### config.mk
export PLATFORM = sky130hd
export DESIGN_NAME = gpio_serial_loader
export DESIGN_NICKNAME = d
export VERILOG_FILES = /design/src/rtl/gpio_cfg_pkg.sv /design/src/rtl/serial_bit_timer.sv /design/src/rtl/gpio_serial_loader.sv
export SDC_FILE = /design/constraint.sdc
export NUM_CORES = 1
export LEC_CHECK = 0
export CAP_MARGIN = 10
export CORE_MARGIN = 2
export CORE_UTILIZATION = 40
export CTS_CLUSTER_SIZE = 8
export DETAILED_ROUTE_END_ITERATION = 12
export PLACE_DENSITY = 0.69
export SLEW_MARGIN = 20
export SYNTH_ARGS = -nofsm -noshare
export SYNTH_HDL_FRONTEND = slang
export SYNTH_SLANG_ARGS = --single-unit
### constraint.sdc
create_clock -name clock -period 2.09 [get_ports clock]
set_input_delay 0.418 -clock clock [delete_from_list [all_inputs] [get_ports clock]]
set_output_delay 0.418 -clock clock [all_outputs]
set_load 0.01 [all_outputs]
### src/rtl/gpio_cfg_pkg.sv
// Shared definitions for the GPIO serial configuration loader.
//
// Contents:
//   loader_state_e  : control FSM states (IDLE, FETCH, SHIFT, LOAD)
//   CFG_BITS_DEF    : default width of one per-pad configuration word
//   *_BIT constants : bit positions of the fields inside a configuration word
package gpio_cfg_pkg;

  typedef enum logic [1:0] {
    IDLE  = 2'd0,
    FETCH = 2'd1,
    SHIFT = 2'd2,
    LOAD  = 2'd3
  } loader_state_e;

  localparam int CFG_BITS_DEF = 13;

  // Field layout of one pad configuration word.
  localparam int MGMT_EN_BIT  = 0;
  localparam int OUT_DIS_BIT  = 1;
  localparam int HOLD_OVR_BIT = 2;
  localparam int INP_DIS_BIT  = 3;
  localparam int MOD_SEL_BIT  = 4;
  localparam int AN_EN_BIT    = 5;
  localparam int AN_SEL_BIT   = 6;
  localparam int AN_POL_BIT   = 7;
  localparam int SLOW_BIT     = 8;
  localparam int VTRIP_BIT    = 9;
  localparam int DM_LSB       = 10;
  localparam int DM_MSB       = 12;

endpackage

### src/rtl/serial_bit_timer.sv
// Serial bit timer for the GPIO configuration chain.
//
// Divides the core clock into serial_clock half-periods of CLK_DIV cycles.
// While run is high, div_cnt counts 0..CLK_DIV-1; at the last count of a
// half-period the phase flag flips (only when toggle_en is high). With
// toggle_en low the counter still runs, so the caller can time a plain
// CLK_DIV-cycle interval (used for the load strobe) with serial_clock held low.
//
// Ports:
//   clock        : core clock
//   resetn       : asynchronous active-low reset
//   run          : count enable; low clears counter and phase
//   toggle_en    : allow the phase flag to flip at half-period end
//   rise_tick    : last cycle of a low half-period (serial_clock rises next)
//   bit_end      : last cycle of a high half-period (one bit finished)
//   serial_clock : registered chain shift clock (the phase flag)
module serial_bit_timer #(
  parameter int CLK_DIV = 2
) (
  input  logic clock,
  input  logic resetn,
  input  logic run,
  input  logic toggle_en,
  output logic rise_tick,
  output logic bit_end,
  output logic serial_clock
);

  localparam logic [7:0] DIV_LAST = 8'(CLK_DIV - 1);

  logic [7:0] div_cnt_reg;
  logic       phase_reg;
  logic       half_end;

  assign half_end     = run && (div_cnt_reg == DIV_LAST);
  assign rise_tick    = half_end && !phase_reg;
  assign bit_end      = half_end && phase_reg;
  assign serial_clock = phase_reg;

  always_ff @(posedge clock or negedge resetn) begin
    if (!resetn) begin
      div_cnt_reg <= '0;
      phase_reg   <= 1'b0;
    end else if (!run) begin
      div_cnt_reg <= '0;
      phase_reg   <= 1'b0;
    end else if (half_end) begin
      div_cnt_reg <= '0;
      if (toggle_en) begin
        phase_reg <= ~phase_reg;
      end
    end else begin
      div_cnt_reg <= div_cnt_reg + 8'd1;
    end
  end

endmodule

### src/rtl/gpio_serial_loader.sv
// GPIO serial configuration loader.
//
// On start, fetches one CFG_BITS word per pad from the register file
// (highest pad index first), shifts each word MSB-first into the pad control
// chain, then pulses serial_load for CLK_DIV cycles so all pads latch together.
//
// Ports:
//   clock, resetn   : core clock, asynchronous active-low reset
//   start           : single-cycle request, honoured only in IDLE
//   abort           : terminate the transfer without a load pulse
//   busy            : high while a transfer is in progress
//   done            : one-cycle pulse after a completed load
//   cfg_addr        : index of the pad word being fetched
//   cfg_data        : register-file read data for cfg_addr
//   serial_clock    : chain shift clock (registered)
//   serial_load     : chain latch strobe (registered)
//   serial_data_out : chain data input (registered)
module gpio_serial_loader
  import gpio_cfg_pkg::*;
#(
  parameter int NPADS    = 38,
  parameter int CFG_BITS = CFG_BITS_DEF,
  parameter int CLK_DIV  = 2
) (
  input  logic                     clock,
  input  logic                     resetn,
  input  logic                     start,
  input  logic                     abort,
  output logic                     busy,
  output logic                     done,
  output logic [$clog2(NPADS)-1:0] cfg_addr,
  input  logic [CFG_BITS-1:0]      cfg_data,
  output logic                     serial_clock,
  output logic                     serial_load,
  output logic                     serial_data_out
);

  localparam int AW = $clog2(NPADS);
  localparam int BW = $clog2(CFG_BITS);
  localparam logic [AW-1:0] ADDR_LAST = AW'(NPADS - 1);
  localparam logic [BW-1:0] BIT_LAST  = BW'(CFG_BITS - 1);

  loader_state_e state_reg, state_next;

  logic [CFG_BITS-1:0] shreg_reg;
  logic [BW-1:0]       bit_cnt_reg;
  logic [AW-1:0]       addr_reg;
  logic                sdo_reg;
  logic                busy_reg, done_reg, load_reg;
  logic                busy_next, done_next, load_next;

  logic timer_run, timer_toggle, rise_tick, bit_end;
  logic last_bit, word_done;

  // The timer also runs in LOAD (without toggling) to time the strobe width.
  // Abort stops it immediately so serial_clock is low the following cycle.
  assign timer_run    = ((state_reg == SHIFT) || (state_reg == LOAD)) && !abort;
  assign timer_toggle = (state_reg == SHIFT);

  serial_bit_timer #(
    .CLK_DIV(CLK_DIV)
  ) u_bit_timer (
    .clock       (clock),
    .resetn      (resetn),
    .run         (timer_run),
    .toggle_en   (timer_toggle),
    .rise_tick   (rise_tick),
    .bit_end     (bit_end),
    .serial_clock(serial_clock)
  );

  assign last_bit  = (bit_cnt_reg == '0);
  assign word_done = (state_reg == SHIFT) && bit_end && last_bit;

  // State register plus registered status outputs.
  always_ff @(posedge clock or negedge resetn) begin
    if (!resetn) begin
      state_reg <= IDLE;
      busy_reg  <= 1'b0;
      done_reg  <= 1'b0;
      load_reg  <= 1'b0;
    end else begin
      state_reg <= state_next;
      busy_reg  <= busy_next;
      done_reg  <= done_next;
      load_reg  <= load_next;
    end
  end

  // Next-state logic. Abort dominates everything, including start in IDLE.
  always_comb begin
    state_next = state_reg;
    if (abort) begin
      state_next = IDLE;
    end else begin
      case (state_reg)
        IDLE:    if (start) state_next = FETCH;
        FETCH:   state_next = SHIFT;
        SHIFT:   if (word_done) state_next = (addr_reg == '0) ? LOAD : FETCH;
        LOAD:    if (rise_tick) state_next = IDLE;
        default: state_next = IDLE;
      endcase
    end
  end

  // Output logic: next values of the registered status outputs.
  always_comb begin
    busy_next = (state_next != IDLE);
    load_next = (state_next == LOAD);
    done_next = (state_reg == LOAD) && (state_next == IDLE) && !abort;
  end

  // Datapath: shift register, bit counter, pad address, serial data.
  always_ff @(posedge clock or negedge resetn) begin
    if (!resetn) begin
      shreg_reg   <= '0;
      bit_cnt_reg <= BIT_LAST;
      addr_reg    <= ADDR_LAST;
      sdo_reg     <= 1'b0;
    end else if (abort) begin
      // Chain keeps whatever was shifted; only our pointers rewind.
      bit_cnt_reg <= BIT_LAST;
      addr_reg    <= ADDR_LAST;
      sdo_reg     <= 1'b0;
    end else begin
      case (state_reg)
        FETCH: begin
          shreg_reg   <= cfg_data;
          bit_cnt_reg <= BIT_LAST;
          sdo_reg     <= cfg_data[CFG_BITS-1];
        end
        SHIFT: begin
          if (bit_end) begin
            if (!last_bit) begin
              // Data moves on the same edge serial_clock falls.
              bit_cnt_reg <= bit_cnt_reg - 1'b1;
              shreg_reg   <= shreg_reg << 1;
              sdo_reg     <= shreg_reg[CFG_BITS-2];
            end else if (addr_reg != '0) begin
              addr_reg <= addr_reg - 1'b1;
            end else begin
              sdo_reg <= 1'b0;
            end
          end
        end
        LOAD: begin
          if (rise_tick) begin
            addr_reg <= ADDR_LAST;
          end
        end
        default: ;
      endcase
    end
  end

  assign busy            = busy_reg;
  assign done            = done_reg;
  assign cfg_addr        = addr_reg;
  assign serial_load     = load_reg;
  assign serial_data_out = sdo_reg;

endmodule

==> impl_metrics.yaml, run 1 <==
outcome:
  status: "finished, final reports clean"
power_and_ir_drop:
  peakVddDrop_v: 0.0005776
  p_leak_uw: 0.001096
  p_seq_share_pct: 51.8
  pwr-share-comb_pct: 19.0
  netSwitchingFraction_pct: 25.48
  power.switching_uw: 437.5
  cellPowerDensity_nw_per_um2: 687.3
  finalPower_uw: 1717
  clockPowerShare_pct: 29.1
  p_int_uw: 1280
sta:
  tightestPinTransition_ns: 0.4636
  max_slew_margin_pct: 69.10
  timing.final.crit_share_pct: 92.97
  finalSetupViolCount: 0
  clock.fmax_ghz: 0.5147
  finalCriticalPeriod_ns: 1.943
  finalHoldViolations: 0
  hold-worst-slack_ns: 0.5059
  maxSlewViolCount: 0
  setup_tns_ns: 0
  rsz0062_at_grt: "no"
  skew_ns: 0.002768
setup_path:
  worst-path-buf-inv: 2
  startpoint_type: "register"
  worstPathCellList: "inv_1 -> ha_1 -> nor3b_1 -> nor2_1 -> a21oi_2 -> nor2_2 -> buf_12 -> mux2_2"
  slowest_stage: "dfrtp_1"
  cpPeakStageDelay_ns: 0.37
  end_kind: "register"
  cp.required_ns: 2.25
  crit_family: "simple AND/OR/NAND/NOR gates"
  cp.arrival_ns: 2.11
  cp_max_fo: 11
  worstSetupPathType: "reg2reg"
logic_synthesis:
  syn_area_per_cell_um2: 9.298
  yosys_most_used_dff: "dfrtp_1"
  yosys-top-cells-area: "dfrtp_1 (41%), nand2_1 (8.6%), dfstp_2 (6.7%)"
  synthTopCellsByCount: "nand2_1 (45), dfrtp_1 (32), nor2_1 (22)"
  synth_top_cell_area_share_pct: 40.82
  ys_seq_area_share_pct: 47.51
  synth_seq_cells: 37
  yosys.area.top_type: "dfrtp_1"
  postSynthCellCount: 211
  synthesis.area_um2: 1962
  synth_edf_count: 0
  synth_nets: 234
  synth-async-reset-ratio_pct: 100.0
  yosysUniqueCellTypes: 45
  yosys_warnings: 0
  yosysMostFrequentCell: "nand2_1"
global_routing:
  grt_max_degree: 38
  overflow: 0
  grt_pass1_wl_um: 6727
  antenna_found_initial: 0
  grt_usage_pct: 15.87
  grt_pass1_vias: 1495
clocking:
  htree_levels: 2
  hold_buffers: 0
  cts_sinks: 37
  cts_root_buffer: "clkbuf_8"
  insertion_delay_ns: 0.28
  path_clk_slew_ns: 0.07
  cts_tree: "done"
  cts_setup_buffers: 0
  clockBufferDepth: 2
  cts_buffers: 5
route:
  drt_iter0_drc: 95
  routed_via_density: 5.003
  drc: 0
  dr.pass1.iters: 4
  vias: 1581
  routed_wl_um: 3896
  ant_nets: 0
  wire_per_inst_um: 12.33
floorplanning:
  io_pins: 28
  rows: 25
  start_util_pct: 41.54
  die_area_um2: 5481
  core_um2: 4723
  die_h_um: 74.04
  dieWidth_um: 74.04
layout:
  synthToLayoutAreaGrowth_pct: 27.36
  final_core_util_pct: 52.90
  nNetsFinal: 271
  largest_reg_flops: 12
  drive_above_1_share_pct: 17.67
  layoutNonFillerInstCount: 316
  antenna_cells: 0
hold_path:
  min_path_type: "reg2reg"
flow_run:
  cap_violations: 0
placed_design:
  place_congestion: 0.8392
  port_buffers: 27
  dp.cells: 308
  post-dp-hpwl_um: 2835
[area by class of cell]
cell class              count  area, µm²
well taps                  67      83.83
repair buffers             40      392.9
fillers                   452       2225
multi-input cells         158      977.2
inverters                   6      22.52
flip-flops and latches     37      932.1
clock buffers               8      90.09
[layout by cell type (no fill, tap or decap), types with 7 or more instances in the layout]
cell / count
nand2_1: 45
xor2_1: 7
dfrtp_1: 32
mux2_2: 11
nor2_1: 22
clkdlybuf4s50_1: 27
nand3_1: 9
buf_4: 11
[per-stage QoR]
step / cell area [µm²] / setup WS, ns
finish: 2499 / 0.1470
CTS: 2476 / 0.07119
global placement: 2386 / 0.1566
floorplan: 1962 / 0.1734
detailed placement: 2386 / 0.08028
global route: 2499 / 0.003227
[power by group through the flow]
stage / logic, µW / registers [µW] / clock network, µW
4_1_cts: 331 / 890 / 519
2_1_floorplan: 199 / 891 / 0
5_1_grt: 370 / 906 / 546
3_5_place_dp: 329 / 903 / 0
3_3_place_gp: 321 / 901 / 0
6_report: 327 / 890 / 500
[routing by layer]
layer / wire length, µm / part of all wire, % / track usage (%) / vias to the layer above
met5: 0 / 0 / 0 / -
met4: 44 / 1.1 / 4.242 / 0
met3: 154 / 4.0 / 4.201 / 5
met2: 1836 / 47 / 24.40 / 38
met1: 1860 / 48 / 22.28 / 751
li1: - / - / - / 787
[worst reg2reg max path, delay by kind of cell (launching register included)]
| family | cells | cell delay, ns |
|---|---|---|
| simple gates | 3 | 0.56 |
| fa+ha+maj | 1 | 0.21 |
| mux | 1 | 0.33 |
| compound gates | 1 | 0.13 |
| flops | 1 | 0.37 |
| buf+inv | 2 | 0.24 |
[kinds of logic (layout without fill, tap and decap cells)]
| kind of cell | count (synthesis) | after routing | synth area share [%] |
|---|---|---|---|
| muxes | 11 | 11 | 6.314 |
| and+or+nand+nor | 104 | 104 | 24.75 |
| adders and majority gates | 6 | 6 | 3.826 |
| xor gates and xnor gates | 9 | 9 | 4.018 |
| AOI/OAI and AO/OA | 28 | 28 | 9.757 |
| DFF | 37 | 37 | 47.51 |
| buffers and inverters | 16 | 54 | 3.826 |
[worst paths after layout]
check                                            from                       end  slack, ns  depth (start not counted)
hold / removal               shreg_reg[5]$_DFFE_PN0P_  shreg_reg[5]$_DFFE_PN0P_       0.51                          1
hold reg to reg              shreg_reg[5]$_DFFE_PN0P_  shreg_reg[5]$_DFFE_PN0P_       0.51                          1
min in group asynchronous                      resetn   cfg_addr[1]$_DFFE_PN0P_       0.56                          2
setup / recovery           bit_cnt_reg[0]$_DFFE_PN0P_  shreg_reg[2]$_DFFE_PN0P_       0.15                          8
max in group asynchronous                      resetn   cfg_addr[0]$_DFFE_PN1P_       1.17                          2
setup reg to reg           bit_cnt_reg[0]$_DFFE_PN0P_  shreg_reg[2]$_DFFE_PN0P_       0.15                          8
[repair_timing]
item                                    in CTS  in global routing
gates resized for setup                      0                  5
hold endpoints to repair                     0                  0
endpoints found under the setup margin       0                  5
Power figures use the tool's default switching activity.
==> run 2: changes to the inputs <==
CTS_CLUSTER_SIZE = not set   (was 8)
PLACE_DENSITY = 0.68   (was 0.69)
SYNTH_HIERARCHICAL = 1   (was not set)
==> impl_metrics.yaml, run 2 <==
global_routing:
  grt_pass1_vias: 1824
  grtUsageMet3_pct: 3.791
  antenna_found_initial: 0
  use_met1_pct: 23.66
  busiest_layer: "met2"
  grt_usage_pct: 17.85
  overflow: 0
  grt_max_degree: 38
  grt_pass1_wl_um: 8500
  grt_use_met2_pct: 28.76
floorplanning:
  rows: 26
  dieWidth_um: 76.47
  start_util_pct: 41.40
  core_um2: 5075
  die_h_um: 76.47
  io_pins: 28
  die_area_um2: 5848
clocking:
  clockBufferDepth: 2
  cts_root_buffer: "clkbuf_8"
  cts_tree: "done"
  cts_buffers: 5
  hold_buffers: 0
  cts_sinks: 37
  htree_levels: 2
  insertion_delay_ns: 0.30
  path_clk_slew_ns: 0.08
placed_design:
  port_buffers: 27
  post-dp-hpwl_um: 3306
  place_congestion: 0.7642
  dp.cells: 331
setup_path:
  end_kind: "register"
  crit_family: "simple AND/OR/NAND/NOR gates"
  cpMostUsedCell: "nor2_4"
  r2r-start: "u_bit_timer/div_cnt_reg[1]$_DFF_PN0_"
  worst-path-buf-inv: 2
  cp_max_fo: 12
  cpPeakStageDelay_ns: 0.38
  cp.required_ns: 2.28
  cp.arrival_ns: 2.29
  critPathLaunch: "u_bit_timer/div_cnt_reg[1]$_DFF_PN0_"
  startpoint_type: "register"
  worstPathCellList: "inv_1 -> ha_1 -> nor4b_4 -> nand3_2 -> nor2_4 -> and2b_2 -> a31oi_4 -> nor2_4 -> buf_12 -> mux2_4"
  slowest_stage: "dfrtp_1"
  worstSetupPathType: "reg2reg"
sta:
  clock.fmax_ghz: 0.4755
  rsz0062_at_grt: "yes"
  finalCriticalPeriod_ns: 2.103
  tightestPinTransition_ns: 0.5681
  finalHoldViolations: 0
  skew_ns: 0.004051
  finalSetupViolCount: 11
  finalWorstSetupSlack_ns: -0.01316
  timing.final.crit_share_pct: 100.6
  maxSlewViolCount: 0
  max_slew_margin_pct: 61.96
layout:
  layoutNonFillerInstCount: 343
  nNetsFinal: 295
  final_core_util_pct: 56.48
  antenna_cells: 0
  synthToLayoutAreaGrowth_pct: 36.45
  largest_reg_flops: 12
  drive_above_1_share_pct: 29.30
  final_cell_mix: "nand2_1 (42), dfrtp_1 (31), clkdlybuf4s50_1 (27)"
  layout.cells.most_common: "nand2_1"
logic_synthesis:
  synth_seq_cells: 37
  yosys-top-cells-area: "dfrtp_1 (38%), nand2_1 (7.5%), mux2_4 (6.4%)"
  yosys.area.top_type: "dfrtp_1"
  postSynthCellCount: 220
  ys_seq_area_share_pct: 44.37
  yosysUniqueCellTypes: 49
  yosysMostFrequentCell: "nand2_1"
  synthTopCellsByCount: "nand2_1 (42), dfrtp_1 (32), inv_1 (15)"
  synth_top_cell_area_share_pct: 38.12
  synth_edf_count: 0
  synthesis.area_um2: 2101
  yosys_warnings: 6
  synth-async-reset-ratio_pct: 100.0
  synth_nets: 243
  yosys_most_used_dff: "dfrtp_1"
  syn_area_per_cell_um2: 9.549
power_and_ir_drop:
  p_seq_share_pct: 45.4
  peakVddDrop_v: 0.0004383
  p_int_uw: 1477
  cellPowerDensity_nw_per_um2: 708.9
  p_leak_uw: 0.001276
  netSwitchingFraction_pct: 27.33
  clockPowerShare_pct: 31.5
  power.switching_uw: 555.4
  pwr-share-comb_pct: 23.2
outcome:
  violations: "setup timing"
  status: "finished, violations left"
route:
  wire_per_inst_um: 13.86
  routed_wl_um: 4754
  vias: 1746
  routed_via_density: 5.090
  dr.pass1.iters: 4
  ant_nets: 0
  drc: 0
  drt_iter0_drc: 70
flow_run:
  cap_violations: 0
hold_path:
  min_from: "shreg_reg[2]$_DFFE_PN0P_"
  min_path_type: "reg2reg"
-- run 2: routing by layer --
layer  wire (µm)  vias to the layer above
li1            -                      867
met1        2294                      843
met2        2228                       31
met3         170                        5
met4          61                        0
met5           0                        -
-- run 2: worst paths after layout --
kind,to,slack (ns),cells past startpoint
worst max register to register,shreg_reg[1]$_DFFE_PN0P_,-0.01,10
worst min-delay path,shreg_reg[2]$_DFFE_PN0P_,0.51,1
max in group asynchronous,state_reg[1]$_DFF_PN0_,1.18,2
min in group asynchronous,shreg_reg[7]$_DFFE_PN0P_,0.54,2
worst min register to register,shreg_reg[2]$_DFFE_PN0P_,0.51,1
worst max-delay path,shreg_reg[1]$_DFFE_PN0P_,-0.01,10
-- run 2: worst register-to-register path: cells and delay by family (launching register included) --
family | cells | cell delay [ns]
compound gates | 1 | 0.10
flops | 1 | 0.38
simple gates | 5 | 0.86
mux | 1 | 0.31
fa+ha+maj | 1 | 0.13
buf+inv | 2 | 0.22
-- run 2: cell families after synthesis --
| kind of cell | count (synthesis) | share of synthesized area, % |
|---|---|---|
| DFF | 37 | 44.37 |
| AOI/OAI and AO/OA | 41 | 13.82 |
| buffers and inverters | 22 | 4.466 |
| xor gates and xnor gates | 4 | 1.668 |
| and+or+nand+nor | 94 | 22.10 |
| muxes | 16 | 10.01 |
| adders and majority gates | 6 | 3.573 |
-- run 2: area by class of cell --
class,instances,area [µm²]
clock buffers,5,68.82
clock inverters,3,46.29
fillers,459,2208
inverters,15,56.30
multi-input cells,161,1200
flip-flops and latches,37,933.4
well taps,70,87.58
repair buffers,52,474.2
-- run 2: power by group through the flow --
stage | logic (µW) | registers, µW | clock network, µW
2_1_floorplan | 290 | 924 | 0
3_3_place_gp | 429 | 933 | 0
3_5_place_dp | 441 | 933 | 0
4_1_cts | 457 | 922 | 649
5_1_grt | 525 | 943 | 673
6_report | 471 | 922 | 639
-- run 2: timing repair --
item / in CTS / in global routing
pin swaps: 2 / 12
setup endpoints to repair: 18 / 25
cloned: 0 / 0
setup buffers: 3 / 1
gates resized for setup: 2 / 23
-- run 2: per-stage QoR --
step / power (µW) / setup TNS, ns / setup slack [ns] / hold WS (ns) / cell area [µm²]
3_5_place_dp: 1375 / -3.822 / -0.2570 / 0.4941 / 2618
2_1_floorplan: 1214 / -0.6594 / -0.07327 / 0.1224 / 2133
6_report: 2032 / -0.09266 / -0.01316 / 0.5145 / 2867
3_3_place_gp: 1362 / -3.081 / -0.2053 / 0.4904 / 2618
5_1_grt: 2141 / -2.941 / -0.1911 / 0.5255 / 2867
4_1_cts: 2029 / -0.2708 / -0.04970 / 0.5174 / 2763
